==> config.mk <==
export PLATFORM = sky130hd
export DESIGN_NAME = ahbl_ibus_dbus_arbiter
export DESIGN_NICKNAME = d
export VERILOG_FILES = /design/src/rtl/ahbl_ibus_dbus_arbiter.sv
export SDC_FILE = /design/constraint.sdc
export NUM_CORES = 1
export LEC_CHECK = 0
export ABC_AREA = 1
export BUFFER_PORTS_ARGS = -buffer_cell sky130_fd_sc_hd__buf_2
export CAP_MARGIN = 5
export CORE_AREA = 2 2 109 111
export CTS_CLUSTER_DIAMETER = 120
export DETAILED_ROUTE_END_ITERATION = 16
export DIE_AREA = 0 0 111 113
export PLACE_DENSITY = 0.58
export SYNTH_ARGS = -nofsm -noshare
export SYNTH_HDL_FRONTEND = slang
export SYNTH_SLANG_ARGS = --single-unit
==> constraint.sdc <==
create_clock -name HCLK -period 1.81 [get_ports HCLK]
set_clock_uncertainty 0.2 [all_clocks]
set_input_delay 0.362 -clock HCLK [delete_from_list [all_inputs] [get_ports HCLK]]
set_output_delay 0.362 -clock HCLK [all_outputs]
set_load 0.05 [all_outputs]
==> src/rtl/ahbl_ibus_dbus_arbiter.sv <==
// Purpose: shares one AHB-Lite master between instruction and data req/gnt/rvalid channels, pipelined.
// Latency: gnt in the address-phase cycle HREADY=1; rvalid in the data-phase cycle HREADY=1 (zero-wait: 1 cycle after gnt).
// Backpressure: HREADY=0 locks the owner and address; the pending data phase holds until HREADY=1.
module ahbl_ibus_dbus_arbiter #(
    parameter int STARVE_LIMIT = 4,
    parameter int CNT_W        = 3
) (
    input  logic        HCLK,
    input  logic        HRESETn,
    input  logic        instr_req_i,
    input  logic [31:0] instr_addr_i,
    output logic        instr_gnt_o,
    output logic        instr_rvalid_o,
    output logic [31:0] instr_rdata_o,
    output logic        instr_err_o,
    input  logic        data_req_i,
    input  logic        data_we_i,
    input  logic [3:0]  data_be_i,
    input  logic [31:0] data_addr_i,
    input  logic [31:0] data_wdata_i,
    output logic        data_gnt_o,
    output logic        data_rvalid_o,
    output logic [31:0] data_rdata_o,
    output logic        data_err_o,
    output logic [31:0] HADDR,
    output logic [1:0]  HTRANS,
    output logic [2:0]  HSIZE,
    output logic        HWRITE,
    output logic [3:0]  HPROT,
    output logic [31:0] HWDATA,
    input  logic [31:0] HRDATA,
    input  logic        HREADY,
    input  logic        HRESP,
    output logic        busy_o
);

    typedef enum logic {
        OWN_INSTR = 1'b0,
        OWN_DATA  = 1'b1
    } owner_t;

    localparam logic [CNT_W-1:0] LIMIT_C = CNT_W'(STARVE_LIMIT);
    localparam logic [1:0] TRANS_IDLE   = 2'b00;
    localparam logic [1:0] TRANS_NONSEQ = 2'b10;

    logic             ap_lock;
    owner_t           ap_owner;
    logic             dp_valid;
    owner_t           dp_owner;
    logic             dp_we;
    logic [31:0]      dp_wdata;
    logic [CNT_W-1:0] starve_cnt;

    logic             sel_vld;
    owner_t           sel;
    logic             accept;
    logic             dp_done;
    logic [2:0]       be_size;
    logic [1:0]       be_off;
    logic             unused_addr_lsb;

    // The core presents a word address; the byte lane comes from the enables.
    assign unused_addr_lsb = ^data_addr_i[1:0];

    // Owner select: a stalled address phase keeps its owner, otherwise data wins unless instr is starved.
    always_comb begin
        sel_vld = 1'b0;
        sel     = OWN_DATA;
        if (ap_lock) begin
            sel_vld = 1'b1;
            sel     = ap_owner;
        end else if (instr_req_i && (!data_req_i || starve_cnt == LIMIT_C)) begin
            sel_vld = 1'b1;
            sel     = OWN_INSTR;
        end else if (data_req_i) begin
            sel_vld = 1'b1;
            sel     = OWN_DATA;
        end
        if (!HRESETn) begin
            sel_vld = 1'b0;
        end
    end

    // Byte enables to transfer size and low address bits; irregular patterns fall back to a word.
    always_comb begin
        be_size = 3'b010;
        be_off  = 2'b00;
        case (data_be_i)
            4'b0001: begin be_size = 3'b000; be_off = 2'b00; end
            4'b0010: begin be_size = 3'b000; be_off = 2'b01; end
            4'b0100: begin be_size = 3'b000; be_off = 2'b10; end
            4'b1000: begin be_size = 3'b000; be_off = 2'b11; end
            4'b0011: begin be_size = 3'b001; be_off = 2'b00; end
            4'b1100: begin be_size = 3'b001; be_off = 2'b10; end
            default: begin be_size = 3'b010; be_off = 2'b00; end
        endcase
    end

    // Address-phase drive, straight from the selected channel.
    always_comb begin
        HTRANS = sel_vld ? TRANS_NONSEQ : TRANS_IDLE;
        HADDR  = instr_addr_i;
        HSIZE  = 3'b010;
        HWRITE = 1'b0;
        HPROT  = 4'b0010;
        if (sel == OWN_DATA) begin
            HADDR  = {data_addr_i[31:2], be_off};
            HSIZE  = be_size;
            HWRITE = sel_vld & data_we_i;
            HPROT  = 4'b0011;
        end
    end

    assign accept  = sel_vld & HREADY;
    assign dp_done = HRESETn & dp_valid & HREADY;

    assign instr_gnt_o    = accept & (sel == OWN_INSTR);
    assign data_gnt_o     = accept & (sel == OWN_DATA);
    assign instr_rvalid_o = dp_done & (dp_owner == OWN_INSTR);
    assign data_rvalid_o  = dp_done & (dp_owner == OWN_DATA);
    assign instr_err_o    = instr_rvalid_o & HRESP;
    assign data_err_o     = data_rvalid_o & HRESP;
    assign instr_rdata_o  = HRDATA;
    // Stores return zero rather than whatever the slave leaves on HRDATA.
    assign data_rdata_o   = dp_we ? 32'h0 : HRDATA;
    assign HWDATA         = dp_wdata;
    assign busy_o         = dp_valid | (HTRANS == TRANS_NONSEQ);

    // Pipeline state: address-phase lock, data-phase tracker and instr starvation counter.
    always_ff @(posedge HCLK) begin
        if (!HRESETn) begin
            ap_lock    <= 1'b0;
            ap_owner   <= OWN_INSTR;
            dp_valid   <= 1'b0;
            dp_owner   <= OWN_INSTR;
            dp_we      <= 1'b0;
            dp_wdata   <= 32'h0;
            starve_cnt <= '0;
        end else begin
            if (HREADY) begin
                ap_lock <= 1'b0;
            end else if (sel_vld) begin
                ap_lock  <= 1'b1;
                ap_owner <= sel;
            end

            if (HREADY) begin
                dp_valid <= accept;
                if (accept) begin
                    dp_owner <= sel;
                    dp_we    <= HWRITE;
                    dp_wdata <= data_wdata_i;
                end
            end

            if (!instr_req_i || instr_gnt_o) begin
                starve_cnt <= '0;
            end else if (data_gnt_o && starve_cnt != LIMIT_C) begin
                starve_cnt <= starve_cnt + 1'b1;
            end
        end
    end

endmodule

[Word level (Yosys, flattened, before mapping)]
Cells that the tools add are included.
Cells by class
  add/subtract/negate cells: 1
  equal/unequal tests: 9
  multiplexer cells: 14
  bitwise operators: 15
  reduce and logical (&&, ||, !) cells: 13
Operators by type and width (number)
  $mux W32: 2
  $and A1 B1 Y1: 10
  $eq A4 B2 Y1 const B: 2
  $eq A4 B4 Y1 const B: 2
  $mux W1: 8
  $reduce_or A2 Y1: 4
  $pmux W2 S3: 1
  $eq A4 B1 Y1 const B: 1
  $eq A4 B3 Y1 const B: 1
  $not A1 Y1: 4
  $pmux W2 S2: 1
  $reduce_and A2 Y1: 2
  $reduce_or A4 Y1: 1
  $add A3 B1 Y3 const B: 1
  $eq A3 B3 Y1 const B: 1
  $mux W3: 1
  $ne A3 B3 Y1 const B: 1
  $eq A2 B2 Y1 const B: 1
  $logic_and A1 B1 Y1: 2
  $logic_not A1 Y1: 2
  $logic_or A1 B1 Y1: 2
  $mux W2: 1
  $or A1 B1 Y1: 1
Storage, ports and cells
  bits in registers: 40
  bits of input ports: 139
  output and inout port bits: 145
  word-level logic and storage cells: 59

[Depth between registers and ports, before layout]
Gate-level depths: netlist of run 1.
  word-level depth: 10
  depth in mapped cells: 10
  depth with buffers taken out: 10

[Least setup slack after synthesis of run 1]
OpenSTA, ideal clock, no wires.
  path type: reg-to-output
  start: register starve_cnt[0]
  end: output port HADDR[1]
  arrival time: 2.188 ns
  required time: 1.248 ns
  setup slack: -0.940 ns
  cell stages (with the launch flop): 9
  buffers on the path: 1
  cells stage by stage: dfxtp_1 -> inv_1 -> ha_1 -> nand2_2 -> nand2_2 -> nand2_1 -> nand2_2 -> buf_6 -> o31ai_1
On the way
  cells in the longest elaborated chain, start to end: 6
Ends and longest elaborated chain
  start: declaration: line 52  | logic [CNT_W-1:0] starve_cnt;
  start signal: assignment: line 159  | starve_cnt <= starve_cnt + 1'b1;
  $eq A3 B3 Y1: line 72  | end else if (instr_req_i && (!data_req_i || starve_cnt == LIMIT_C)) begin
  $logic_or A1 B1 Y1: line 72
  $logic_and A1 B1 Y1: line 72
  $mux W1: line 72
  $mux W1: line 69  | if (ap_lock) begin
  $mux W32: line 106  | if (sel == OWN_DATA) begin
  end: declaration: line 25  | output logic [31:0] HADDR,
Every way passes these cells.

[Worst setup path in the final report of run 1]
Ends and elaborated chain as after synthesis.

==> results of run 1 <==
final cells by class:
type                            count  area [µm²]  area share
Sequential cell                    40         808       0.162
Timing Repair Buffer              305        2030       0.407
Inverter                           44         168      0.0336
Clock inverter                      2        35.0     0.00702
Tap cell                          143         179      0.0359
Clock buffer                        6         129      0.0258
Multi-Input combinational cell    284        1640       0.329
worst register-to-register path, delay by kind of cell, from the launching register on:
family | cells | cell delay (ns)
compound gates | 1 | 0.12
fa+ha+maj | 1 | 0.16
buf+inv | 4 | 0.45
flops | 1 | 0.33
simple gates | 6 | 0.45
cells by family (layout without fill, tap and decap cells):
group,after synthesis,in the layout,synth area share
AOI/OAI and AO/OA,15,15,0.0337
xor gates and xnor gates,1,1,0.00342
adders and majority gates,2,2,0.00976
buffers and inverters,104,357,0.222
DFF,40,40,0.312
other,2,5,0.00293
and+or+nand+nor,261,261,0.416
registers in the layout (all words and copies together), names as in the netlist:
register and count:
dp_we 1, starve_cnt 3, dp_owner 1, dp_valid 1
HWDATA 32, ap_lock 1, ap_owner 1
through the flow:
step | setup WS (ns) | total power, mW | cell area, µm² | cells
after detailed placement | -0.272 | 2.76 | 4390 | 810
after global placement | -0.237 | 2.74 | 4390 | 810
final | -0.426 | 3.94 | 4990 | 824
after floorplan | -0.215 | 2.33 | 2970 | 428
after global routing | -0.488 | 4.11 | 4990 | 824
after CTS | -0.427 | 3.93 | 4890 | 820
layer usage:
metal  part of all wire  track usage  up-vias
met5                  0            0        -
met4             0.0063       0.0258        0
met3              0.069       0.0332        7
met2               0.52        0.279      138
met1               0.41        0.170     1503
li1                   -            -     1738
worst paths after layout:
path                                 to  slack (ns)
min reg2reg     HWDATA[27]$_SDFFE_PN0P_        0.26
max reg2reg  starve_cnt[0]$_SDFFE_PP0P_        0.04
max                            HADDR[1]       -0.43
min             HWDATA[17]$_SDFFE_PN0P_        0.07
power groups by stage:
stage / Sequential, mW / Combinational, mW / Clock (mW)
6_report: 0.974 / 1.98 / 0.986
5_1_grt: 0.981 / 2.07 / 1.06
4_1_cts: 0.974 / 1.95 / 1.01
3_5_place_dp: 0.991 / 1.77 / 0
3_3_place_gp: 0.989 / 1.75 / 0
2_1_floorplan: 1.17 / 1.16 / 0
cell usage in the layout, fill, tap and decap left out, drive strengths merged:
| cell | synthesis | final |
|---|---|---|
| buf | 53 | 304 |
| nand2 | 172 | 172 |
| nor2 | 45 | 45 |
| inv | 44 | 44 |
| nand3 | 41 | 41 |
| dfxtp | 40 | 40 |
| clkbuf | 7 | 7 |
| a21oi | 7 | 7 |
| conb | 2 | 5 |
| o21ai | 5 | 5 |
| nor3 | 2 | 2 |
| ha | 2 | 2 |
| o31ai | 1 | 1 |
| or2 | 1 | 1 |
| a21boi | 1 | 1 |
| xnor2 | 1 | 1 |
| o21bai | 1 | 1 |
| bufinv | 0 | 1 |
| clkinv | 0 | 1 |
timing repair:
item	in CTS	in global routing
setup endpoints to repair	42	45
buffers inserted	1	4
resized for setup	95	16
pin swaps	2	7
cloned	1	0
==> run summary, run 1 <==
switching power - 1.71 mW
utilization after layout - 0.443
reg-to-reg startpoint - starve_cnt[0]$_SDFFE_PP0P_
Fillers - 1127
H-tree Lvls - 2
Initial Utilization - 0.227
GRT Total Usage - 0.147
WHS - 0.0735 ns
Worst path most repeated cell - nand2_4
Min-Delay Path Depth - 3
final setup fails - 39
Initial DRC Count - 144
Yosys top cell by area - dfxtp_1
Cell variety after synth - 24
share of power burned in registers - 0.247
first-pass GRT wire length - 15.3 mm
via count - 3386
crit-path cells - inv_2 > ha_4 > nand2_4 > nand2_4 > nand2_4 > nand2_8 > buf_12 > o31ai_4 > buf_6
ranking of synthesized cells by area - dfxtp_1, nand2_1, buf_4
min Tclk post-route - 2.24 ns
status - complete, but fails checks
row count - 39
CP endpoint kind - output pin
WP buf/inv - 3
routability cong. - 0.810
Mean Syn Cell Area - 6.03 µm²
final net count - 821
sequential element share of the synthesized area - 0.312
Top Family by Delay on Critical Path - buffers and inverters
Critical Path RT - 1.25 ns
cell with the most instances after synthesis - nand2_1
final hold viol count - 0
hold_sp - data_wdata_i[17]
WL/cell - 12.1 µm
Worst-path clk slew - 0.06 ns
CP Max Fanout - 7
Setup TNS Final - -14.43 ns
CTS buffer count - 5
Clock Tree Buf Depth - 2
dpl hpwl - 7.94 mm
Setup WS post-layout - -0.426 ns
drc violations - 0
max-cap violation count - 0
synth cell count leaders - nand2_1, nor2_1, inv_1
P_leak - 2.87 nW
Yosys warning count - 0
clk_lat worst skew - 0.27 ns
R2R cell count - 12
Max VDD drop - 0.642 mV
pwr dens - 789 nW/µm²
Root Buffer - clkbuf_16
diode count - 0
CTS Sinks - 40
Detail Route Antenna Nets - 0
IO Count - 284
share of the synthesized area in the top cell type - 0.312
asr flop ratio synth - 0
final wirelength - 9.94 mm
failing checks - negative setup slack
unrepaired setup endpoints after global routing - true
number of global-route vias before repair - 3221
max-slew violation count - 0
fmax - 447 MHz
Clock power frac - 0.251
top_reg_cell synth - dfxtp_1
Chip Height - 113 µm
initial antenna violation count - 0
Int Pwr - 2.22 mW
combinational share of power - 0.502
critical path launch point type - flop
critical path's largest stage delay - 0.33 ns
largest net degree at the start of global routing - 35
die width - 111 µm
total grt overflow - 0
port bufs - 276
drt first pass iters - 4
slowest CP cell - dfxtp_2
Levels on crit path - 9
CTS tree - built
Critical path origin - starve_cnt[0]$_SDFFE_PP0P_
Synth Cell Area - 2560 µm²
Post-synth EDFFs - 0
Worst Path Arrival - 1.67 ns
crit path kind - flop to output pin
area growth from synthesis to layout - 94.6%
CTS Hold Buffers Added - 0
switching share of power - 0.435
proportion of layout cells with a drive suffix above 1 - 0.606
Synth Register Bits - 40
worst hold path class - primary input to flop
via/cell ratio - 4.11
Syn Inst Count - 425
die area - 12500 µm²
core area - 11300 µm²
period utilisation layout - 1.24
No activity file was read; power rests on OpenSTA's default activity.
==> run 2: changes to the inputs <==
--- a/config.mk
+++ b/config.mk
@@ -16,3 +16,4 @@
 export SYNTH_ARGS = -nofsm -noshare
 export SYNTH_HDL_FRONTEND = slang
 export SYNTH_SLANG_ARGS = --single-unit
+export TNS_END_PERCENT = 20
==> run 2 against run 1 <==
  * The flow still finishes with violations (negative setup slack)
  * Final cell count rose by 0.61%
  * Setup slack lost 0.015 ns
  * Worst hold slack improved by 0.0019 ns
  * Clock-buffer cell count fell by 1
  * Maximum frequency down 0.68%
  * Design area down 0.53%
  * Highest routed layer unchanged
  * Largest cell class unchanged
==> run summary, run 2 (synthesis gave the netlist of run 1 again) <==
WL/cell - 12.9 µm (+7.1%)
max-slew violation count - 0 (unchanged)
commonest non-fill, non-tap cell in the layout - buf_2
dpl cells - 816 (+0.74%)
die area - 12500 µm² (unchanged)
crit-path cells - inv_2 > ha_4 > nand2_4 > nand2_4 > a21oi_4 > buf_12 > clkbuf_16 > nand2_1 > nand2_2 > buf_8
placed cell area - 4220 µm² (-3.9%)
initial antenna violation count - 0 (unchanged)
final net count - 827 (+0.73%)
P_leak - 2.88 nW (+0.26%)
failing checks - negative setup slack
via count - 3399 (+0.38%)
R2R cell count - 11 (-1)
die width - 111 µm (unchanged)
total grt overflow - 0 (unchanged)
H-tree Lvls - 2 (unchanged)
pwr dens - 769 nW/µm² (-2.5%)
largest net degree at the start of global routing - 35 (unchanged)
CP endpoint kind - output pin
CTS Hold Buffers Added - 0 (unchanged)
min Tclk post-route - 2.25 ns (+0.0152 ns)
Levels on crit path - 10 (+1)
end of the critical path - HADDR[9]
first-pass GRT wire length - 15.0 mm (-2.3%)
r2r setup slk - 0.08 ns (+0.04 ns)
diode count - 0 (unchanged)
final hold viol count - 0 (unchanged)
Worst path most repeated cell - nand2_4
reg-to-reg startpoint - starve_cnt[0]$_SDFFE_PP0P_
WP buf/inv - 4 (+1)
Initial Utilization - 0.227 (unchanged)
area growth from synthesis to layout - 93.6%
critical path launch point type - flop
Initial DRC Count - 128 (-11%)
CTS tree - built
worst reg2reg endpoint - starve_cnt[0]$_SDFFE_PP0P_
routability cong. - 0.742 (-8.4%)
critical path's largest stage delay - 0.33 ns (about the same)
final setup fails - 39 (unchanged)
Finished Cell Area - 4960 µm² (-0.53%)
unrepaired setup endpoints after global routing - true
crit path kind - flop to output pin
row count - 39 (unchanged)
fmax - 444 MHz (-0.68%)
Max VDD drop - 0.383 mV (-40%)
clk_lat worst skew - 0.27 ns (about the same)
period utilisation layout - 1.24 (+0.00840)
WHS - 0.0755 ns (+0.00195 ns)
dpl hpwl - 7.79 mm (-1.9%)
Critical path origin - starve_cnt[0]$_SDFFE_PP0P_
status - complete, but fails checks
via/cell ratio - 4.10 (-0.22%)
GRT Total Usage - 0.145 (-0.00144)
Fillers - 1178 (+4.5%)
final wirelength - 10.7 mm (+7.7%)
slowest CP cell - dfxtp_2
IO Count - 284 (unchanged)
Setup WS post-layout - -0.441 ns (-0.0152 ns)
CTS buffer count - 5 (unchanged)
Detail Route Antenna Nets - 0 (unchanged)
CP Max Fanout - 8 (+1)
pre-CTS setup slack - -0.244 ns (+0.0286 ns)
Root Buffer - clkbuf_16
max reg flops - 32 (unchanged)
Chip Height - 113 µm (unchanged)
drc violations - 0 (unchanged)
drt first pass iters - 6 (+2)
number of global-route vias before repair - 3052 (-5.2%)
Critical Path RT - 1.25 ns (about the same)
worst hold path class - primary input to flop
Worst-path clk slew - 0.06 ns (about the same)
max-cap violation count - 0 (unchanged)
most frequent cells in the layout - buf_2, nand2_1, nand2_2, nor2_1, nand3_1
Top Family by Delay on Critical Path - buffers and inverters
proportion of layout cells with a drive suffix above 1 - 0.574 (-0.0321)
Clock Tree Buf Depth - 2 (unchanged)
Worst Path Arrival - 1.69 ns (+0.02 ns)
port bufs - 276 (unchanged)
CTS Sinks - 40 (unchanged)
core area - 11300 µm² (unchanged)
Final Instance Count excl. Fillers - 829 (+0.61%)
## run 2: cell count changes in the layout (fill, tap and decap cells not counted), moves of 6 or more
cell      before  now
buf_8         10   30
nor2_1        10   42
buf_2        232  225
clkbuf_4       1    7
buf_6         30   16
nand2_1      128  116
nor2_2        33    1
nand2_2       10   43
nand2_4       33   12
## run 2: timing repair
action / CTS / global route
setup endpoints to repair: 64 / 58
setup buffers: 0 / 1
gates resized for setup: 50 / 104
gates cloned: 0 / 5
pin swaps: 1 / 11
## run 2: area by class of cell
| type | instances | area (µm²) | share of cell area |
|---|---|---|---|
| Timing Repair Buffer | 311 | 2180 | 0.440 |
| Multi-Input combinational cell | 284 | 1490 | 0.301 |
| Sequential cell | 40 | 803 | 0.162 |
| Tap cell | 143 | 179 | 0.0360 |
| Inverter | 44 | 165 | 0.0333 |
| Clock buffer | 5 | 125 | 0.0252 |
| Clock inverter | 2 | 12.5 | 0.00252 |
## run 2: power by group
group          leakage [nW]  total [mW]  switching (mW)  internal [mW]
logic                  2.48        2.01            1.34          0.671
clock network        0.0657       0.835           0.335          0.500
registers             0.330       0.971          0.0304          0.941
## run 2: worst min-delay path by stage
stage                            start                 endpoint  slack (ns)  cells after the start
6_report              data_wdata_i[29]  HWDATA[29]$_SDFFE_PN0P_        0.08                      3
3_5_place_dp   HWDATA[14]$_SDFFE_PN0P_  HWDATA[14]$_SDFFE_PN0P_        0.25                      2
5_1_grt               data_wdata_i[17]  HWDATA[17]$_SDFFE_PN0P_        0.08                      3
4_1_cts               data_wdata_i[29]  HWDATA[29]$_SDFFE_PN0P_        0.07                      3
3_3_place_gp    HWDATA[3]$_SDFFE_PN0P_   HWDATA[3]$_SDFFE_PN0P_        0.25                      2
2_1_floorplan    dp_valid$_SDFFE_PN0P_    dp_valid$_SDFFE_PN0P_        0.24                      2
## run 2: metal layers
layer,global-route usage,share of wire
met1,0.179,0.42
met2,0.258,0.50
met3,0.0396,0.075
met4,0.0258,0.0065
met5,0,0
## run 2: worst min-delay path: cells and delay by family
| kind | cells | cell delay, ns |
|---|---|---|
| buf+inv | 1 | 0.07 |
| simple gates | 2 | 0.09 |
## run 2: metrics by stage
step	total power, mW	utilization	TNS, ns
2_1_floorplan	2.26	-	-3.92
3_3_place_gp	2.68	0.374	-6.94
3_5_place_dp	2.69	0.374	-7.59
4_1_cts	3.61	0.399	-15.48
5_1_grt	4.00	0.440	-17.50
6_report	3.82	0.440	-15.02
